## src/rtl/ber_lane_counter.sv

```systemverilog
// rtl/ber_lane_counter.sv - per-lane PRBS delay search and saturating BER bit/error accumulator
// Optional BER_RESYNC_EN: windowed loss-of-lock detection in COUNT with automatic re-search.
module ber_lane_counter #(
    parameter int SR_LEN             = 511,
    parameter int SYNC_WIN           = 511,
    parameter int RESYNC_THR         = 64,
    parameter int NBT_COUNT_BITS_ERR = 64
) (
    input  logic                          clk,
    input  logic                          i_reset,
    input  logic                          i_valid,
    input  logic                          i_ref_bit,
    input  logic                          i_rx_bit,
    output logic [NBT_COUNT_BITS_ERR-1:0] o_accum_bit,
    output logic [NBT_COUNT_BITS_ERR-1:0] o_accum_err,
    output logic                          o_synced,
    output logic [$clog2(SR_LEN)-1:0]     o_delay
);

    localparam int DW = $clog2(SR_LEN);
    localparam int FW = $clog2(SR_LEN + 1);
    localparam int WW = $clog2(SYNC_WIN + 1);
    localparam int CW = NBT_COUNT_BITS_ERR;

`ifdef BER_RESYNC_EN
    localparam bit RESYNC_EN = 1'b1;
`else
    localparam bit RESYNC_EN = 1'b0;
`endif

    typedef enum logic [1:0] {
        S_FILL   = 2'd0,
        S_SEARCH = 2'd1,
        S_COUNT  = 2'd2
    } state_t;

    state_t              state_q;
    state_t              state_d;
    logic [SR_LEN-1:0]   r_ref_sr;
    logic [FW-1:0]       fill_cnt;
    logic [WW-1:0]       win_cnt;
    logic [WW-1:0]       win_err;
    logic [WW-1:0]       min_err;
    logic [DW-1:0]       cand;
    logic [DW-1:0]       best;
    logic [DW-1:0]       delay_q;
    logic [CW-1:0]       accum_bit_q;
    logic [CW-1:0]       accum_err_q;

    logic                e_cand;
    logic                e_lock;
    logic                e_win;
    logic                fill_done;
    logic                win_last;
    logic                cand_last;
    logic [WW-1:0]       win_sum;
    logic                better;
    logic [DW-1:0]       best_sel;
    logic                resync_hit;

    always_comb begin
        e_cand     = i_rx_bit ^ r_ref_sr[cand];
        e_lock     = i_rx_bit ^ r_ref_sr[delay_q];
        e_win      = (state_q == S_COUNT) ? e_lock : e_cand;
        fill_done  = (fill_cnt == FW'(SR_LEN - 1));
        win_last   = (win_cnt == WW'(SYNC_WIN - 1));
        cand_last  = (cand == DW'(SR_LEN - 1));
        // The window's final sample is folded into the sum it is judged by.
        win_sum    = win_err + WW'(e_win);
        better     = (win_sum < min_err);
        best_sel   = better ? cand : best;
        resync_hit = RESYNC_EN && win_last && (32'(win_sum) > 32'(RESYNC_THR));
    end

    always_ff @(posedge clk) begin
        if (i_reset) begin
            state_q <= S_FILL;
        end else begin
            state_q <= state_d;
        end
    end

    always_comb begin
        state_d = state_q;
        if (i_valid) begin
            case (state_q)
                S_FILL:   if (fill_done) state_d = S_SEARCH;
                S_SEARCH: if (win_last && cand_last) state_d = S_COUNT;
                S_COUNT:  if (resync_hit) state_d = S_SEARCH;
                default:  state_d = S_FILL;
            endcase
        end
    end

    always_comb begin
        o_synced    = (state_q == S_COUNT);
        o_delay     = delay_q;
        o_accum_bit = accum_bit_q;
        o_accum_err = accum_err_q;
    end

    always_ff @(posedge clk) begin
        if (i_reset) begin
            r_ref_sr    <= '0;
            fill_cnt    <= '0;
            win_cnt     <= '0;
            win_err     <= '0;
            min_err     <= '0;
            cand        <= '0;
            best        <= '0;
            delay_q     <= '0;
            accum_bit_q <= '0;
            accum_err_q <= '0;
        end else if (i_valid) begin
            r_ref_sr <= {r_ref_sr[SR_LEN-2:0], i_ref_bit};
            case (state_q)
                S_FILL: begin
                    fill_cnt <= fill_cnt + FW'(1);
                    if (fill_done) begin
                        fill_cnt <= '0;
                        cand     <= '0;
                        best     <= '0;
                        min_err  <= '1;
                        win_cnt  <= '0;
                        win_err  <= '0;
                    end
                end
                S_SEARCH: begin
                    if (win_last) begin
                        win_cnt <= '0;
                        win_err <= '0;
                        if (better) begin
                            min_err <= win_sum;
                            best    <= cand;
                        end
                        if (cand_last) begin
                            delay_q <= best_sel;
                            cand    <= '0;
                        end else begin
                            cand <= cand + DW'(1);
                        end
                    end else begin
                        win_cnt <= win_cnt + WW'(1);
                        win_err <= win_sum;
                    end
                end
                S_COUNT: begin
                    if (accum_bit_q != '1) accum_bit_q <= accum_bit_q + CW'(1);
                    if (e_lock && (accum_err_q != '1)) accum_err_q <= accum_err_q + CW'(1);
`ifdef BER_RESYNC_EN
                    if (win_last) begin
                        win_cnt <= '0;
                        win_err <= '0;
                        if (resync_hit) begin
                            cand    <= '0;
                            best    <= '0;
                            min_err <= '1;
                        end
                    end else begin
                        win_cnt <= win_cnt + WW'(1);
                        win_err <= win_sum;
                    end
`endif
                end
                default: ;
            endcase
        end
    end

endmodule

```

## config.mk

```make
export PLATFORM = sky130hd
export DESIGN_NAME = ber_lane_counter
export DESIGN_NICKNAME = d
export VERILOG_FILES = /design/src/rtl/ber_lane_counter.sv
export SDC_FILE = /design/constraint.sdc
export NUM_CORES = 2
export LEC_CHECK = 0
export BUFFER_PORTS_ARGS = -buffer_cell sky130_fd_sc_hd__buf_4
export CAP_MARGIN = 10
export CORE_MARGIN = 4
export CORE_UTILIZATION = 44
export DETAILED_ROUTE_END_ITERATION = 8
export RECOVER_POWER = 100
export SLEW_MARGIN = 10
export SYNTH_ARGS = -nofsm -noshare
export SYNTH_HDL_FRONTEND = slang
export SYNTH_SLANG_ARGS = --single-unit
```

## constraint.sdc

```tcl
create_clock -name clk -period 16.4 [get_ports clk]
set_input_delay 2.46 -clock clk [delete_from_list [all_inputs] [get_ports clk]]
set_output_delay 2.46 -clock clk [all_outputs]
set_load 0.005 [all_outputs]
```

==> summary.md <==
| Metric | Value |
|---|---|
| Required time of the worst setup path | `16.88 ns` |
| Post-detailed-route via-to-cell ratio | `5.78` |
| Post-CTS Setup Inserts | `0` |
| EDFF count, synth | `0` |
| Worst vdd ir | `0.0740 mV` |
| Routed via count | `roughly 26000` |
| Via count of the first global-routing pass | `roughly 25000` |
| Post-Synthesis Cells | `3459` |
| Number of maximum-capacitance constraint violations | `10` |
| Post-layout util | `49.7%` |
| Number of port buffers | `142` |
| Vertical die dimension | `around 290 um` |
| Internal power contribution | `2920 uW` |
| Area share of the largest cell type after synthesis | `39.6%` |
| Full die area | `between 0.08 and 0.09 mm^2` |
| Worst hold slack | `0.473 ns` |
| Routed len/inst | `19.9 um` |
| Maximum count of clock buffers along a single path | `3` |
| Total clock sinks | `704` |
| Number of antenna violations at the first check in global routing | `1` |
| Signed area change from the synthesized netlist to the final layout | `12.3%` |
| Maximum number of pins on one net before global-route repair | `~210` |
| RSZ-0062 raised after global routing | `no` |
| Inserted Diodes | `0` |
| Static leakage power | `0.0149 uW` |
| Die Wd | `292 um` |
| Synthesized netlist net count | `3482` |
| Yosys warning count | `0` |
| Accumulated negative setup slack | `0 ns` |
| Fraction of final layout cells with drive strength greater than 1 | `between 10% and 20%` |
| Category of the critical setup timing path | `in2reg` |
| Level count of the clock H-tree | `3` |
| Worst Path Max Fanout | `a little under 100` |
| Final #Nets | `roughly 3500` |
| Placement row count | `104` |
| Cell type with the largest total area after synthesis | `dfxtp_1` |
| Most used flip-flop cell after synthesis | `dfxtp_1` |
| Number of nets still failing antenna checks after routing | `0` |
| Total detailed-routing wirelength | `91.1 mm` |
| Count of boundary I/O pins | `143` |
| Asr flop ratio synth | `0%` |
| Final weighted congestion in routability-driven placement | `0.841` |
| Clock root buffer master | `clkbuf_16` |
| Data arrival time of the critical path | `11.93 ns` |
| Setup slack on the worst flop-to-flop path | `7.74 ns` |
| Portion of total power attributed to sequential cells | `45.8%` |
| DRC violations left | `0` |
| Setup violations, final | `0` |
| Post-synth cell types | `67` |
| Total congestion overflow | `0` |
| Run status | `finished with violations` |
| Iter 0 DRT Violations | `1745` |
| Clock input transition at the sequential cells of the worst setup and hold paths | `0.06 ns` |
| Part of the power in the clock network | `51.1%` |
| Logic gate share of total power | `around 3.1%` |
| Cells taking the most area after synthesis | `dfxtp_1, mux2i_1, mux4_2` |
| Violations in the final reports | `max-capacitance violations, max-slew violations` |
| Worst hold path type | `reg2reg` |
| TritonCTS clock tree | `built` |
| Maximum clock frequency | `roughly 87 MHz` |
| Final hold violations | `0` |
| Starting density of the core | `between 40% and 50%` |
| Inserted Clock Buffers | `80` |
| First-pass iteration count of the detailed router | `5` |
| Global-route wire length before repair | `between 100 and 150 mm` |
| Ordered cell list for the critical path | `clkbuf_1 -> buf_4 -> buf_4 -> buf_4 -> buf_4 -> mux2i_1 -> nor2_1` |
| Detailed-placement wirelength estimate | `58.5 mm` |
| Stage delay of the slowest cell on the critical path | `between 4 and 5 ns` |
| Switching part of the total power | `21.7%` |
| Crit start category | `input port` |
| Count of hold buffers inserted by post-cts repair | `0` |
| Slew of the pin with the lowest slew margin | `around 7.3 ns` |
| Number of gates given a new drive strength after cts | `0` |
| Sort of element at the end of the critical path | `flip-flop` |
| Most Frequent Cell on Critical Path | `buf_4` |
| Worst skew pair latency | `0.63 ns` |
| Slew margin rel. | `-384%` |
| Area of the core region | `0.0804 mm^2` |
| Fin crit period | `11.45 ns` |
| Sequential cell area fraction in the yosys report | `approximately two fifths` |
| Fin Clk Skew | `0.0181 ns` |
| Slowest cell on the critical path | `clkbuf_1` |
| Cell area after technology mapping | `0.0356 mm^2` |
| Gr usage total | `20.9%` |
| Power density over the cells | `93.5 mW/mm^2` |
| Period Utilization, post-route | `69.8%` |
| Flip-flop and latch count after synthesis | `between 700 and 800` |
| Number of max-slew violations in the final report | `around 470` |
| Total net switching power | `812 uW` |
| Average footprint of a synthesized cell | `10.3 um^2` |
## synth_stat cells (32+ instances only)
| cell | n |
|---|---|
| xor2_1 | 56 |
| nand2_1 | 93 |
| nand4_1 | 39 |
| a21oi_1 | 65 |
| buf_1 | 70 |
| nand3_1 | 84 |
| nor2b_1 | 49 |
| dfxtp_1 | 704 |
| a22oi_1 | 45 |
| nor2_1 | 718 |
| inv_1 | 55 |
| clkbuf_1 | 154 |
| mux2i_1 | 577 |
| nor3_1 | 35 |
| xnor2_1 | 32 |
| mux4_2 | 252 |
## flip-flops by register name (all words and copies together), names as in the netlist
name and flops:
cand 9, o_accum_err 64, fill_cnt 9, o_accum_bit 64, state_q 2, min_err 9, o_delay 9, win_cnt 9
best 9, win_err 9, r_ref_sr 511
## through the flow
stage	instance area (um^2)	worst slack [ns]	cells	total power, uW
6_report	40000	4.95	4583	3740
5_1_grt	40000	4.64	4583	3860
4_1_cts	40100	9.20	4583	3780
3_5_place_dp	37300	9.06	4438	1860
3_3_place_gp	37300	9.09	4438	1860
2_1_floorplan	35600	9.74	3459	1840
## worst max-delay path, delay by kind of cell
family                 cells  cell delay (ns)
buffers and inverters      5             8.81
and+or+nand+nor            1             0.05
muxes                      1             0.29
## area by class of cell
cell class                 count  area [um^2]
multi-input combinational   2437        20200
timing repair buffer         179         1240
sequential                   704        14100
clock buffer                 108         2290
fill                        7410        40400
tap                         1060         1330
inverter                      58          218
clock inverter                37          554
## cell families (layout without fill, tap and decap cells)
kind of cell	count (synthesis)	after routing	synth area share, %
AO/OA/AOI/OAI	275	275	5.38
XOR/XNOR	88	88	2.16
adder cells (fa/ha/maj)	18	18	0.633
buffers and inverters	318	382	3.59
flip-flops	704	704	39.6
multiplexers	877	877	33.7
AND/OR/NAND/NOR	1179	1179	15.0
## cells in the final DEF, fill, tap and decap left out, types with 16 or more instances in the layout
master,n
nor2_1,718
dfxtp_1,700
mux2i_1,577
mux4_2,252
clkbuf_4,106
nand2_1,93
nand3_1,84
clkbuf_16,81
a21oi_1,65
xor2_1,56
inv_1,55
nor2b_1,49
clkbuf_1,46
a22oi_1,45
nand4_1,39
nor3_1,35
buf_4,34
xnor2_1,31
or4_1,31
mux2_2,28
and3_1,26
o31ai_1,26
nor4_1,23
o21ai_0,22
a211oi_1,20
mux2_1,20
or3_1,19
ha_1,18
a221oi_1,16
clkbuf_8,16
## final timing paths
path / start / to / cells past startpoint
max reg2reg: o_delay[2] / best[7] / 23
min: min_err[2] / min_err[2] / 2
max: i_valid / r_ref_sr[307] / 7
min reg2reg: min_err[2] / min_err[2] / 2
## power by group through the flow
stage	Combinational [uW]	Clock (uW)	Sequential, uW
global placement	108	0	1750
floorplan	88.9	0	1750
CTS	108	1960	1710
global route	123	2020	1710
detailed placement	108	0	1750
finish	116	1910	1710
## layer usage
metal / global-route usage [%] / wire (um) / vias to the layer above / part of all wire [%]
li1: - / - / 12600 / -
met1: 30.1 / 42800 / 13100 / 47
met2: 32.5 / 41200 / 629 / 45
met3: 3.43 / 4670 / 158 / 5.1
met4: 5.77 / 2490 / 2 / 2.7
met5: 0 / 13 / - / 0.014
No activity file was read; power rests on OpenSTA's default activity.
